===== src/rtl/bbox_tracker_pkg.sv =====
// Shared types and helpers for the streaming bounding-box tracker.
// Coordinates are carried at MAX_CW bits here and narrowed to CW inside the tracker.
package bbox_pkg;

   localparam int unsigned MAX_CW = 16;

   typedef logic [1:0] state_t;
   localparam state_t IDLE  = 2'd0;
   localparam state_t ACCUM = 2'd1;
   localparam state_t DONE  = 2'd2;

   typedef struct packed {
      logic [MAX_CW-1:0] xmin;
      logic [MAX_CW-1:0] xmax;
      logic [MAX_CW-1:0] ymin;
      logic [MAX_CW-1:0] ymax;
   } box_t;

   function automatic int unsigned coord_w(int unsigned w, int unsigned h);
      int unsigned cw;
      cw = $clog2((w > h) ? w : h);
      return (cw == 0) ? 1 : cw;
   endfunction

   // Inverted extremes: the first foreground pixel overwrites all four fields.
   function automatic box_t box_reset(int unsigned w, int unsigned h);
      box_t b;
      b.xmin = MAX_CW'(w - 1);
      b.xmax = '0;
      b.ymin = MAX_CW'(h - 1);
      b.ymax = '0;
      return b;
   endfunction

endpackage


===== src/rtl/bbox_tracker_if.sv =====
// Pixel-stream input, result handshake and status signals of the bounding-box tracker.
interface bbox_tracker_if #(
   parameter int unsigned WIDTH  = 100,
   parameter int unsigned HEIGHT = 100
);
   localparam int unsigned CW   = bbox_pkg::coord_w(WIDTH, HEIGHT);
   localparam int unsigned CNTW = $clog2(WIDTH * HEIGHT + 1);

   logic            start;
   logic            px_valid;
   logic            px_ready;
   logic [7:0]      px_data;
   logic            res_valid;
   logic            res_ready;
   logic [4*CW-1:0] box;
   logic            box_empty;
   logic [CNTW-1:0] fg_count;
   logic            busy;

   modport master (
      output start, px_valid, px_data, res_ready,
      input  px_ready, res_valid, box, box_empty, fg_count, busy
   );

   modport slave (
      input  start, px_valid, px_data, res_ready,
      output px_ready, res_valid, box, box_empty, fg_count, busy
   );
endinterface


===== src/rtl/bbox_tracker_raster_counter.sv =====
// Channel / column / row position counters for a raster stream of multi-byte pixels.
module bbox_raster_counter #(
   parameter int unsigned WIDTH     = 100,
   parameter int unsigned HEIGHT    = 100,
   parameter int unsigned CHANNELS  = 3,
   parameter int unsigned BOTTOM_UP = 1,
   parameter int unsigned CW        = 7
) (
   input  logic          clk_i,
   input  logic          rst_i,
   input  logic          start_i,
   input  logic          adv_i,
   output logic [CW-1:0] x_o,
   output logic [CW-1:0] y_o,
   output logic          pix_done_o,
   output logic          frame_last_o
);
   localparam int unsigned CHW = (CHANNELS > 1) ? $clog2(CHANNELS) : 1;
   localparam logic [CHW-1:0] ChLast = CHW'(CHANNELS - 1);
   localparam logic [CW-1:0]  XLast  = CW'(WIDTH - 1);
   localparam logic [CW-1:0]  YFirst = (BOTTOM_UP != 0) ? CW'(HEIGHT - 1) : CW'(0);
   localparam logic [CW-1:0]  YLast  = (BOTTOM_UP != 0) ? CW'(0) : CW'(HEIGHT - 1);

   logic [CHW-1:0] ch_q, ch_d;
   logic [CW-1:0]  x_q, x_d;
   logic [CW-1:0]  y_q, y_d;

   always_comb begin
      ch_d = ch_q;
      x_d  = x_q;
      y_d  = y_q;
      if (start_i) begin
         ch_d = '0;
         x_d  = '0;
         y_d  = YFirst;
      end else if (adv_i) begin
         if (ch_q != ChLast) begin
            ch_d = ch_q + CHW'(1);
         end else begin
            ch_d = '0;
            if (x_q == XLast) begin
               x_d = '0;
               y_d = (BOTTOM_UP != 0) ? y_q - CW'(1) : y_q + CW'(1);
            end else begin
               x_d = x_q + CW'(1);
            end
         end
      end
   end

   always_ff @(posedge clk_i) begin
      if (rst_i) begin
         ch_q <= '0;
         x_q  <= '0;
         y_q  <= YFirst;
      end else begin
         ch_q <= ch_d;
         x_q  <= x_d;
         y_q  <= y_d;
      end
   end

   assign x_o          = x_q;
   assign y_o          = y_q;
   assign pix_done_o   = (ch_q == ChLast);
   assign frame_last_o = (x_q == XLast) && (y_q == YLast);
endmodule


===== src/rtl/bbox_tracker.sv =====
// Streaming bounding-box tracker: flags dark pixels, accumulates extremes and count,
// and holds the frame result until the host accepts it.
module bbox_tracker
   import bbox_pkg::*;
#(
   parameter int unsigned WIDTH     = 100,
   parameter int unsigned HEIGHT    = 100,
   parameter int unsigned CHANNELS  = 3,
   parameter int unsigned THRESH    = 250,
   parameter int unsigned BOTTOM_UP = 1
) (
   input logic            CLOCK_50,
   input logic            reset,
   bbox_tracker_if.slave  bus
);
   localparam int unsigned CW   = coord_w(WIDTH, HEIGHT);
   localparam int unsigned CNTW = $clog2(WIDTH * HEIGHT + 1);
   localparam box_t        BoxRst  = box_reset(WIDTH, HEIGHT);
   localparam logic [8:0]  ThreshW = 9'(THRESH);

   typedef struct packed {
      logic [CW-1:0] xmin;
      logic [CW-1:0] xmax;
      logic [CW-1:0] ymin;
      logic [CW-1:0] ymax;
   } cbox_t;

   localparam cbox_t CBoxRst = '{xmin: BoxRst.xmin[CW-1:0], xmax: BoxRst.xmax[CW-1:0],
                                 ymin: BoxRst.ymin[CW-1:0], ymax: BoxRst.ymax[CW-1:0]};

   state_t          state_q, state_d;
   logic            fg_q, fg_d;
   cbox_t           box_q, box_d;
   logic            empty_q, empty_d;
   logic [CNTW-1:0] count_q, count_d;

   logic [CW-1:0] x, y;
   logic          pix_done, frame_last, transfer, fg_pix;

   assign bus.px_ready = (state_q == ACCUM) && !bus.start;
   assign transfer     = bus.px_valid && bus.px_ready;
   assign fg_pix       = fg_q || ({1'b0, bus.px_data} < ThreshW);

   bbox_raster_counter #(
      .WIDTH     (WIDTH),
      .HEIGHT    (HEIGHT),
      .CHANNELS  (CHANNELS),
      .BOTTOM_UP (BOTTOM_UP),
      .CW        (CW)
   ) u_raster (
      .clk_i        (CLOCK_50),
      .rst_i        (reset),
      .start_i      (bus.start),
      .adv_i        (transfer),
      .x_o          (x),
      .y_o          (y),
      .pix_done_o   (pix_done),
      .frame_last_o (frame_last)
   );

   always_comb begin
      state_d = state_q;
      fg_d    = fg_q;
      box_d   = box_q;
      empty_d = empty_q;
      count_d = count_q;
      if (bus.start) begin
         state_d = ACCUM;
         fg_d    = 1'b0;
         box_d   = CBoxRst;
         empty_d = 1'b1;
         count_d = '0;
      end else begin
         case (state_q)
            ACCUM: begin
               if (transfer) begin
                  if (pix_done) begin
                     fg_d = 1'b0;
                     if (fg_pix) begin
                        if (x < box_q.xmin) box_d.xmin = x;
                        if (x > box_q.xmax) box_d.xmax = x;
                        if (y < box_q.ymin) box_d.ymin = y;
                        if (y > box_q.ymax) box_d.ymax = y;
                        empty_d = 1'b0;
                        count_d = count_q + CNTW'(1);
                     end
                     if (frame_last) state_d = DONE;
                  end else begin
                     fg_d = fg_pix;
                  end
               end
            end
            DONE: begin
               if (bus.res_ready) state_d = IDLE;
            end
            default: ;
         endcase
      end
   end

   always_ff @(posedge CLOCK_50) begin
      if (reset) begin
         state_q <= IDLE;
         fg_q    <= 1'b0;
         box_q   <= CBoxRst;
         empty_q <= 1'b1;
         count_q <= '0;
      end else begin
         state_q <= state_d;
         fg_q    <= fg_d;
         box_q   <= box_d;
         empty_q <= empty_d;
         count_q <= count_d;
      end
   end

   assign bus.res_valid = (state_q == DONE);
   assign bus.busy      = (state_q == ACCUM);
   assign bus.box       = box_q;
   assign bus.box_empty = empty_q;
   assign bus.fg_count  = count_q;
endmodule


===== src/flat_wrapper.sv =====
// flat-port wrapper written by rule: the top's interface ports become plain ports
module bbox_tracker_flat import bbox_pkg::*;
#(
   parameter int unsigned WIDTH     = 100,
   parameter int unsigned HEIGHT    = 100,
   parameter int unsigned CHANNELS  = 3,
   parameter int unsigned THRESH    = 250,
   parameter int unsigned BOTTOM_UP = 1
)
  (CLOCK_50, reset, bus_start, bus_px_valid, bus_px_data, bus_res_ready, bus_px_ready, bus_res_valid, bus_box, bus_box_empty, bus_fg_count, bus_busy);
  bbox_tracker_if #(.WIDTH(WIDTH), .HEIGHT(HEIGHT)) bus_i ();
  input logic CLOCK_50;
  input logic reset;
  input wire logic [$bits(bus_i.start)-1:0] bus_start;
  input wire logic [$bits(bus_i.px_valid)-1:0] bus_px_valid;
  input wire logic [$bits(bus_i.px_data)-1:0] bus_px_data;
  input wire logic [$bits(bus_i.res_ready)-1:0] bus_res_ready;
  output wire logic [$bits(bus_i.px_ready)-1:0] bus_px_ready;
  output wire logic [$bits(bus_i.res_valid)-1:0] bus_res_valid;
  output wire logic [$bits(bus_i.box)-1:0] bus_box;
  output wire logic [$bits(bus_i.box_empty)-1:0] bus_box_empty;
  output wire logic [$bits(bus_i.fg_count)-1:0] bus_fg_count;
  output wire logic [$bits(bus_i.busy)-1:0] bus_busy;
  assign bus_i.start = bus_start;
  assign bus_i.px_valid = bus_px_valid;
  assign bus_i.px_data = bus_px_data;
  assign bus_i.res_ready = bus_res_ready;
  assign bus_px_ready = bus_i.px_ready;
  assign bus_res_valid = bus_i.res_valid;
  assign bus_box = bus_i.box;
  assign bus_box_empty = bus_i.box_empty;
  assign bus_fg_count = bus_i.fg_count;
  assign bus_busy = bus_i.busy;
  bbox_tracker #(.WIDTH(WIDTH), .HEIGHT(HEIGHT), .CHANNELS(CHANNELS), .THRESH(THRESH), .BOTTOM_UP(BOTTOM_UP)) u_core (.CLOCK_50(CLOCK_50), .reset(reset), .bus(bus_i));
endmodule

===== config.mk =====
export PLATFORM = sky130hd
export DESIGN_NAME = bbox_tracker_flat
export DESIGN_NICKNAME = d
export VERILOG_FILES = /design/src/rtl/bbox_tracker_pkg.sv /design/src/rtl/bbox_tracker_if.sv /design/src/rtl/bbox_tracker_raster_counter.sv /design/src/rtl/bbox_tracker.sv /design/src/flat_wrapper.sv
export SDC_FILE = /design/constraint.sdc
export NUM_CORES = 1
export LEC_CHECK = 0
export BUFFER_PORTS_ARGS = -buffer_cell sky130_fd_sc_hd__buf_2
export CAP_MARGIN = 0
export CORE_ASPECT_RATIO = 0.6
export CORE_UTILIZATION = 35
export DETAILED_ROUTE_END_ITERATION = 12
export GPL_TIMING_DRIVEN = 0
export PLACE_DENSITY_LB_ADDON = 0.15
export SYNTH_ARGS = -nofsm -noshare
export SYNTH_HDL_FRONTEND = slang
export SYNTH_HIERARCHICAL = 1
export SYNTH_SLANG_ARGS = --single-unit

===== constraint.sdc =====
create_clock -name CLOCK_50 -period 1.8 [get_ports CLOCK_50]
set_input_delay 0.36 -clock CLOCK_50 [delete_from_list [all_inputs] [get_ports CLOCK_50]]
set_output_delay 0.36 -clock CLOCK_50 [all_outputs]
set_load 0.01 [all_outputs]

==> impl_summary.log, run 1 <==
INFO  metric power.ir.vdd_worst = 0.469 mV
INFO  metric worst_setup_hold_path_clk_slew = 0.06 ns
INFO  metric worstPathMaxFanout = 3
INFO  metric skew = 0.00860 ns
INFO  metric hold-path-endpoint = u_core/state_q[0]
INFO  metric drcViolationCount = 0
INFO  metric ys.warnings.count = 6
INFO  metric setup.worst_path.class = reg -> reg
INFO  metric count_of_max_cap_constraint_violations = 0
INFO  metric die-width = 130 um
INFO  metric synth_top_flop_cell = sky130_fd_sc_hd__dfxtp_1
INFO  metric arrival_time_of_the_worst_setup_path = 2.18 ns
INFO  metric synth.lib_cells_used.distinct = 55
INFO  metric clock-root-buffer = sky130_fd_sc_hd__clkbuf_16
INFO  metric design.final.nets = 526
INFO  metric cts_max_path_buffers = 2
INFO  metric crit-reg2reg-launch = u_core/u_raster/x_o[2]
INFO  metric globalplace.congestion = 0.791
INFO  metric timing.reg2reg.setup_slack = -0.10 ns
INFO  metric drt_first_pass_iters = 4
INFO  metric io_pins = 59
INFO  metric worst_slew_margin_rel = 0.545
INFO  metric synth-edff-count = 0
INFO  metric syn-cell-area = 3450 um^2
INFO  metric die_h = 78.9 um
INFO  metric seq_cells_post_synth = 62
INFO  metric layout-drive-gt1-share = 0.301
INFO  metric wire_per_inst = 15.6 um
INFO  metric cts_tree = yes
INFO  metric worstSetupEndpointType = flop
INFO  metric global_route_wire_length_before_repair = 15.3 mm
INFO  metric grt_antenna_before_repair = 0
INFO  metric tightest_slew = 0.683 ns
INFO  metric worst_r2r_path_depth = 5
INFO  metric port-buffer-count = 57
INFO  metric max_freq = 526 MHz
INFO  metric pre_cts_slack = -0.441 ns
INFO  metric placement.cell_area = 3900 um^2
INFO  metric dp.final_hpwl = 6.80 mm
INFO  metric worst_hold_path.num_cells = 2
INFO  metric dieArea = 10300 um^2
INFO  metric p_leak = 1.85 nW
INFO  metric setup_viol = 4
INFO  metric start_util = 0.368
INFO  metric hold_violations = 0
INFO  metric grt_start_max_net_pins = 11
INFO  metric tritoncts_num_sinks = 62
INFO  metric core.rowCount = 27
INFO  metric violated_checks = setup timing
INFO  metric minimum_setup_slack_in_the_final_design = -0.101 ns
INFO  metric routed_wirelength = 9.62 mm
INFO  metric routed.top_layer = met4
INFO  metric run_status = finished with violations
INFO  metric timing.final.crit_share = 1.06
INFO  metric grt_use_total = 0.199
INFO  metric cp_data_required_time = 2.08 ns
INFO  metric insertedDiodeCount = 0
INFO  metric final_cell_area = 4470 um^2
INFO  metric routed_antenna_nets = 0
INFO  metric filler_cell_count = 948
INFO  metric sequential_standard_cell_area = 1270 um^2
INFO  metric syn_to_final_growth = 29.6%
INFO  metric post-route-min-period = 1.90 ns
INFO  metric setup.worst_path.start = u_core/u_raster/x_o[2]
INFO  metric routed_wire_length_on_met2 = 3.94 mm
INFO  metric reg2reg_to = u_core/u_raster/y_o[5]
INFO  metric asyncSetResetFlopFracSynth = 0
INFO  metric slew_viol_final = 0
INFO  metric cts-buffers-inserted = 9
INFO  metric post_synth_inst_count = 401
INFO  metric postSynthAreaPerCell = 8.60 um^2
INFO  metric post_synthesis_net_count = 444
INFO  metric synth_seq_area_share = 0.360
INFO  metric detailroute.wirelength.met3 = 517 um
INFO  metric grt-ovfl-total = 0
INFO  metric placeableCoreArea = 9360 um^2
INFO  metric vias = 3164
INFO  metric min-delay-path-class = in -> reg
INFO  metric critical_path.startpoint_type = flop
INFO  metric multi_input_comb_area = 2140 um^2
INFO  metric grt_pass1_vias = 3005
INFO  metric cts_hold_buf = 0
INFO  metric met1Wirelength = 5.08 mm
INFO  metric ctsHtreeMaxLevel = 3
INFO  metric hold_start = reset
INFO  metric post_drt_via_cell_ratio = 5.12
INFO  metric detail_route.iter0.violations = 204
INFO  metric worst_skew_pair.late_latency = 0.34 ns
INFO  metric power_per_cell_area = 681 nW/um^2
INFO  metric unrepaired_setup_endpoints_after_global_routing = true
-- layer usage --
layer  global-route usage  vias to the layer above
met3               0.0573                       10
met5                    0                        -
met1                0.290                     1473
met4               0.0593                        0
met2                0.278                       71
li1                     -                     1610
-- registers in the layout, summed over array words and instances, names as in the netlist --
| register | count |
|---|---|
| u_core/u_raster/ch_q | 2 |
| u_core/bus.box_empty | 1 |
| u_core/state_q | 2 |
| u_core/fg_q | 1 |
| u_core/bus.box | 28 |
| u_core/u_raster/y_o | 7 |
| u_core/bus.fg_count | 14 |
| u_core/u_raster/x_o | 7 |
-- how the worst max path moves through the flow --
stage                                          to  slack [ns]
after global placement    u_core/bus.fg_count[13]       -0.41
after CTS                       u_core/state_q[1]       -0.11
final                      u_core/u_raster/y_o[5]       -0.10
after global routing       u_core/u_raster/y_o[4]       -0.20
after floorplan            u_core/u_raster/y_o[5]       -0.01
after detailed placement  u_core/bus.fg_count[13]       -0.44
-- worst max-delay path, cell delays in order, from the launching register on --
cell and delay [ns]:
sky130_fd_sc_hd__dfxtp_4 0.33, sky130_fd_sc_hd__or4b_4 0.56, sky130_fd_sc_hd__buf_6 0.14, sky130_fd_sc_hd__or3_4 0.33
sky130_fd_sc_hd__or4_1 0.39, sky130_fd_sc_hd__nand3_1 0.09
-- power by group --
part / internal [mW] / switching [mW] / leakage (nW)
sequential: 1.37 / 0.00269 / 0.506
clock: 0.961 / 0.620 / 0.132
combinational: 0.0261 / 0.0635 / 1.21
-- cell usage in the layout (no fill, tap or decap), types with 3 or more instances in the layout --
master	count
sky130_fd_sc_hd__or3_1	5
sky130_fd_sc_hd__nand3_1	11
sky130_fd_sc_hd__mux2i_1	28
sky130_fd_sc_hd__a21oi_1	21
sky130_fd_sc_hd__clkbuf_16	9
sky130_fd_sc_hd__dfxtp_2	16
sky130_fd_sc_hd__buf_4	14
sky130_fd_sc_hd__buf_6	7
sky130_fd_sc_hd__ha_1	28
sky130_fd_sc_hd__nor3_1	3
sky130_fd_sc_hd__dfxtp_1	43
sky130_fd_sc_hd__or4_1	8
sky130_fd_sc_hd__inv_1	32
sky130_fd_sc_hd__xnor2_1	4
sky130_fd_sc_hd__nand4_1	9
sky130_fd_sc_hd__o31ai_1	7
sky130_fd_sc_hd__o21ai_0	7
sky130_fd_sc_hd__nand2_1	52
sky130_fd_sc_hd__clkinv_2	3
sky130_fd_sc_hd__a21o_1	4
sky130_fd_sc_hd__nand3b_1	3
sky130_fd_sc_hd__o21ai_1	4
sky130_fd_sc_hd__dfxtp_4	3
sky130_fd_sc_hd__nor2_1	34
sky130_fd_sc_hd__clkbuf_1	11
sky130_fd_sc_hd__and4_1	3
sky130_fd_sc_hd__buf_2	57
-- per-stage QoR --
step | total power [mW] | utilization | setup TNS, ns | cells | hold slack, ns
after floorplan | 1.45 | - | -0.0204 | 401 | 0.433
after global placement | 1.49 | 0.417 | -9.12 | 588 | 0.440
after global routing | 3.16 | 0.477 | -1.24 | 618 | 0.268
final | 3.04 | 0.477 | -0.281 | 618 | 0.255
after CTS | 3.08 | 0.463 | -0.205 | 615 | 0.253
after detailed placement | 1.49 | 0.417 | -10.06 | 588 | 0.433
-- synthesized netlist by cell type, types with 4 or more instances --
master / count / area (um^2)
sky130_fd_sc_hd__nand4_1: 9 / 56.3
sky130_fd_sc_hd__or4_1: 10 / 75.1
sky130_fd_sc_hd__o21ai_0: 11 / 55.1
sky130_fd_sc_hd__inv_1: 32 / 120
sky130_fd_sc_hd__a21oi_1: 23 / 115
sky130_fd_sc_hd__mux2i_1: 28 / 280
sky130_fd_sc_hd__nand3_1: 11 / 55.1
sky130_fd_sc_hd__nand2_1: 53 / 199
sky130_fd_sc_hd__and4_1: 4 / 35.0
sky130_fd_sc_hd__buf_2: 4 / 20.0
sky130_fd_sc_hd__or3_1: 5 / 31.3
sky130_fd_sc_hd__xnor2_1: 4 / 35.0
sky130_fd_sc_hd__o31ai_1: 9 / 67.6
sky130_fd_sc_hd__a21o_1: 4 / 30.0
sky130_fd_sc_hd__nor3_1: 4 / 20.0
sky130_fd_sc_hd__ha_1: 30 / 375
sky130_fd_sc_hd__clkbuf_1: 10 / 37.5
sky130_fd_sc_hd__dfxtp_1: 62 / 1240
sky130_fd_sc_hd__nor2_1: 35 / 131
-- layout make-up --
cell class / count / area share
well taps: 130 / 0.0364
inverters: 32 / 0.0269
plain buffers: 13 / 0.0160
clock buffers: 12 / 0.0552
multi-input cells: 291 / 0.479
clock inverters: 4 / 0.00504
repair buffers: 74 / 0.0966
flip-flops and latches: 62 / 0.285
-- cells by family (layout without fill, tap and decap cells) --
group	after synthesis	in the layout	share of synthesized area
mux	29	29	0.0845
xor+xnor	5	5	0.0127
flops	62	62	0.360
buf+inv	48	135	0.0559
fa+ha+maj	30	30	0.109
simple gates	157	157	0.235
compound gates	70	70	0.143
-- what timing repair did --
| item | 4_1_cts | 5_1_grt |
|---|---|---|
| cloned | 0 | 1 |
| buffers inserted | 13 | 3 |
| endpoints found under the setup margin | 40 | 44 |
| gates resized for setup | 25 | 38 |
| pin swaps | 8 | 12 |
Note: power is estimated with default switching activity, not from simulation.
==> inputs of run 2 (changes only) <==
Settings changed: ABC_AREA from default to 1, CELL_PAD_IN_SITES_DETAIL_PLACEMENT from default to 1, CELL_PAD_IN_SITES_GLOBAL_PLACEMENT from default to 1.
==> run 2 against run 1 <==
Effect of this change: the run now ends clean; core utilization decreased by 2.9 points; synthesized area increased by 10%; non-clock buffer count decreased by 14; clock skew decreased by 0.0013 ns; total power increased by 17%; clock power increased by 32%; critical endpoint is now u_core/bus.box[15]; combinational power increased by 6.8%; via count increased by 21%; largest cell class unchanged; final cell count increased by 28%; highest routed layer unchanged; cell area increased by 5.9%; register-to-register slack improved by 0.20 ns.
==> impl_summary.log, run 2 <==
INFO  metric run_status = finished, final reports clean (was finished with violations)
INFO  metric asyncSetResetFlopFracSynth = 0 (unchanged)
INFO  metric hold-path-endpoint = u_core/state_q[1] (was u_core/state_q[0])
INFO  metric port-buffer-count = 57 (unchanged)
INFO  metric detail_route.iter0.violations = 166 (was 204)
INFO  metric worst_slew_margin_rel = 0.558 (was 0.545)
INFO  metric syn_to_final_growth = 24.7% (was 29.6%)
INFO  metric netlist.top_cell.by_area = sky130_fd_sc_hd__dfxtp_1 (unchanged)
INFO  metric wire_per_inst = 14.5 um (was 15.6 um)
INFO  metric power_per_cell_area = 752 nW/um^2 (was 681 nW/um^2)
INFO  metric routed_antenna_nets = 0 (unchanged)
INFO  metric arrival_time_of_the_worst_setup_path = 1.98 ns (was 2.18 ns)
INFO  metric synth_top_flop_cell = sky130_fd_sc_hd__dfxtp_1 (unchanged)
INFO  metric global_route_wire_length_before_repair = 18.2 mm (was 15.3 mm)
INFO  metric worst_setup_hold_path_clk_slew = 0.05 ns (was 0.06 ns)
INFO  metric hold_violations = 0 (unchanged)
INFO  metric worst_path_largest_cell_delay = 0.46 ns (was 0.56 ns)
INFO  metric hold_start = bus_res_ready (was reset)
INFO  metric worstSetupEndpointType = flop (unchanged)
INFO  metric ctsHtreeMaxLevel = 3 (unchanged)
INFO  metric globalplace.congestion = 0.777 (was 0.791)
INFO  metric slowest_stage = sky130_fd_sc_hd__dfxtp_2 (was sky130_fd_sc_hd__or4b_4)
INFO  metric most_common_library_cells_after_synthesis = sky130_fd_sc_hd__nand2_1, sky130_fd_sc_hd__inv_1, sky130_fd_sc_hd__nor2_1 (was sky130_fd_sc_hd__dfxtp_1, sky130_fd_sc_hd__nand2_1, sky130_fd_sc_hd__nor2_1)
INFO  metric unrepaired_setup_endpoints_after_global_routing = false (was true)
INFO  metric cp_data_required_time = 2.08 ns (about the same)
INFO  metric cp_cell_sequence = ha_1, nand2_1, inv_1, a21oi_2, nand2_4, buf_4, nand4_1, nand2_1, nor2_1 (was or4b_4, buf_6, or3_4, or4_1, nand3_1)
INFO  metric layout.cells.most_common = sky130_fd_sc_hd__nand2_1 (was sky130_fd_sc_hd__buf_2)
INFO  metric die-width = 136 um (was 130 um)
INFO  metric combPwrFrac = 0.027 (was 0.029)
INFO  metric synth-edff-count = 0 (unchanged)
INFO  metric drt_first_pass_iters = 4 (unchanged)
INFO  metric largest_register_ffs = 28 (unchanged)
INFO  metric power.switching = 0.725 mW (was 0.686 mW)
INFO  metric sw_frac_of_total = 0.204 (was 0.225)
INFO  metric reg2reg_to = u_core/bus.box[15] (was u_core/u_raster/y_o[5])
INFO  metric cts_max_path_buffers = 2 (unchanged)
INFO  metric post_synth_inst_count = 570 (was 401)
INFO  metric layout-drive-gt1-share = 0.211 (was 0.301)
INFO  metric dieArea = 11300 um^2 (was 10300 um^2)
INFO  metric io_pins = 59 (unchanged)
INFO  metric synth_seq_area_share = 0.327 (was 0.360)
INFO  metric timing.reg2reg.setup_slack = 0.09 ns (was -0.10 ns)
INFO  metric grt_start_max_net_pins = 12 (was 11)
INFO  metric critical_path_buf_inv_count = 2 (was 1)
INFO  metric clock_power_share = 0.586 (was 0.519)
INFO  metric skew = 0.00728 ns (was 0.00860 ns)
INFO  metric grt_pass1_vias = 3585 (was 3005)
INFO  metric filler_cell_count = 1369 (was 948)
INFO  metric crit_top_cell = sky130_fd_sc_hd__nand2_1
INFO  metric ys.warnings.count = 6 (unchanged)
INFO  metric seq_cells_post_synth = 62 (unchanged)
INFO  metric mostFrequentLayoutCells = sky130_fd_sc_hd__nand2_1, sky130_fd_sc_hd__inv_1, sky130_fd_sc_hd__nor2_1, sky130_fd_sc_hd__buf_2, sky130_fd_sc_hd__dfxtp_1 (was sky130_fd_sc_hd__buf_2, sky130_fd_sc_hd__nand2_1, sky130_fd_sc_hd__dfxtp_1, sky130_fd_sc_hd__nor2_1, sky130_fd_sc_hd__inv_1)
INFO  metric design.final.nets = 687 (was 526)
INFO  metric yosys.cell_count.top_type = sky130_fd_sc_hd__nand2_1 (was sky130_fd_sc_hd__dfxtp_1)
INFO  metric final_cell_count_no_fill = 788 (was 618)
INFO  metric start_util = 0.359 (was 0.368)
INFO  metric postSynthAreaPerCell = 6.66 um^2 (was 8.60 um^2)
INFO  metric routed_wirelength = 11.4 mm (was 9.62 mm)
INFO  metric insertedDiodeCount = 0 (unchanged)
INFO  metric grt-ovfl-total = 0 (unchanged)
INFO  metric timing.final.crit_share = 0.947 (was 1.06)
INFO  metric worst_skew_pair.late_latency = 0.34 ns (about the same)
INFO  metric count_of_max_cap_constraint_violations = 0 (unchanged)
INFO  metric cts-buffers-inserted = 9 (unchanged)
INFO  metric p_leak = 2.22 nW (was 1.85 nW)
INFO  metric syn-cell-area = 3790 um^2 (was 3450 um^2)
INFO  metric synth.top_cells.by_area = sky130_fd_sc_hd__dfxtp_1, sky130_fd_sc_hd__nand2_1, sky130_fd_sc_hd__ha_1, sky130_fd_sc_hd__inv_1, sky130_fd_sc_hd__nor2_1 (was sky130_fd_sc_hd__dfxtp_1, sky130_fd_sc_hd__ha_1, sky130_fd_sc_hd__mux2i_1, sky130_fd_sc_hd__nand2_1, sky130_fd_sc_hd__nor2_1)
INFO  metric power.ir.vdd_worst = 0.444 mV (was 0.469 mV)
INFO  metric dp.final_hpwl = 8.73 mm (was 6.80 mm)
INFO  metric drcViolationCount = 0 (unchanged)
INFO  metric cpLargestDelayFamily = simple AND/OR/NAND/NOR gates (unchanged)
INFO  metric grt_use_total = 0.216 (was 0.199)
INFO  metric post_synthesis_net_count = 613 (was 444)
INFO  metric synth.top_cell.area_share = 0.327 (was 0.360)
INFO  metric cell_internal_pwr = 2.83 mW (was 2.36 mW)
INFO  metric max_freq = 586 MHz (was 526 MHz)
INFO  metric slew_viol_final = 0 (unchanged)
INFO  metric clock-root-buffer = sky130_fd_sc_hd__clkbuf_16 (unchanged)
INFO  metric minimum_setup_slack_in_the_final_design = 0.0949 ns (was -0.101 ns)
INFO  metric tritoncts_num_sinks = 62 (unchanged)
INFO  metric pre_cts_slack = -0.226 ns (was -0.441 ns)
INFO  metric vias = 3822 (was 3164)
INFO  metric min-delay-path-class = in -> reg (unchanged)
INFO  metric cts_tree = yes (unchanged)
INFO  metric place_inst = 766 (was 588)
INFO  metric critical_path.startpoint_type = flop (unchanged)
INFO  metric crit-reg2reg-launch = u_core/u_raster/x_o[6] (was u_core/u_raster/x_o[2])
INFO  metric synth.lib_cells_used.distinct = 37 (was 55)
INFO  metric seqPwrFrac = 0.387 (was 0.451)
INFO  metric grt_antenna_before_repair = 0 (unchanged)
INFO  metric post-route-min-period = 1.71 ns (was 1.90 ns)
INFO  metric worstPathMaxFanout = 8 (was 3)
INFO  metric core.rowCount = 29 (was 27)
INFO  metric post_drt_via_cell_ratio = 4.85 (was 5.12)
INFO  metric tightest_slew = 0.663 ns (was 0.683 ns)
INFO  metric setup.worst_path.class = reg -> reg (unchanged)
INFO  metric worst_r2r_path_depth = 9 (was 5)
INFO  metric setup_viol = 0 (was 4)
INFO  metric die_h = 82.7 um (was 78.9 um)
INFO  metric placeableCoreArea = 10600 um^2 (was 9360 um^2)
INFO  metric worst_hold_path.num_cells = 2 (unchanged)
## run 2: cell count changes after synthesis, sizes merged, moves of 7 or more
cell    delta
nand2    +105
inv       +64
nor2      +55
mux2i     -28
nand3     +27
nand4     +16
or4       -10
clkbuf     -9
o31ai      -9
or3        -7
## run 2: how the worst max path moves through the flow
stage | startpoint | to | slack, ns | depth (start not counted)
final | u_core/u_raster/x_o[6] | u_core/bus.box[15] | 0.09 | 9
after CTS | u_core/u_raster/y_o[1] | u_core/bus.box[8] | 0.002 | 7
after global routing | u_core/bus.box[23] | u_core/bus.box[21] | 0.008 | 8
after floorplan | u_core/bus.box[6] | u_core/bus.box[0] | 0.23 | 9
after global placement | u_core/u_raster/x_o[6] | u_core/bus.box[21] | -0.10 | 7
after detailed placement | u_core/u_raster/x_o[6] | u_core/bus.box[21] | -0.23 | 7
## run 2: power by group through the flow
stage / combinational [mW] / clock [mW] / sequential [mW]
final: 0.0957 / 2.09 / 1.38
after global routing: 0.108 / 2.17 / 1.37
after CTS: 0.0964 / 2.13 / 1.38
after detailed placement: 0.0956 / 0 / 1.41
after global placement: 0.0925 / 0 / 1.41
after floorplan: 0.0566 / 0 / 1.41
## run 2: what timing repair did
item | 4_1_cts | 5_1_grt
hold buffers | 0 | 0
endpoints found under the setup margin | 25 | 30
setup buffers | 4 | 2
gates resized for setup | 11 | 23
pin swaps | 3 | 6
endpoints found under the hold margin | 0 | 0
## run 2: through the flow
step	area (um^2)	hold slack [ns]	total power, mW	util	setup TNS (ns)
after detailed placement	4250	0.429	1.50	0.403	-3.19
final	4730	0.198	3.56	0.448	0
after CTS	4660	0.186	3.60	0.442	0
after global placement	4250	0.428	1.50	0.403	-1.11
after floorplan	3790	0.456	1.46	-	0
after global routing	4730	0.204	3.65	0.448	0
## run 2: routing by layer
layer | vias up | wire [um] | track usage
met1 | 1798 | 6090 | 0.307
met4 | 0 | 82 | 0.0600
met5 | - | 0 | 0
met3 | 8 | 530 | 0.0440
li1 | 1951 | - | -
met2 | 65 | 4710 | 0.328
## run 2: cells by family (layout without fill, tap and decap cells)
group	after synthesis	count (layout)	synth area share
AOI/OAI and AO/OA	42	42	0.0597
xor gates and xnor gates	5	5	0.0115
adders and majority gates	30	30	0.0989
buffers and inverters	108	187	0.119
DFF	62	62	0.327
and+or+nand+nor	323	323	0.384
## run 2: layout make-up
type / count / area (um^2) / share of cell area
multi-input combinational: 400 / 2150 / 0.455
sequential: 62 / 1260 / 0.267
inverter: 98 / 374 / 0.0791
timing repair buffer: 63 / 330 / 0.0698
clock buffer: 11 / 253 / 0.0534
tap: 139 / 174 / 0.0368
clock inverter: 5 / 105 / 0.0222
buffer: 10 / 76.3 / 0.0161
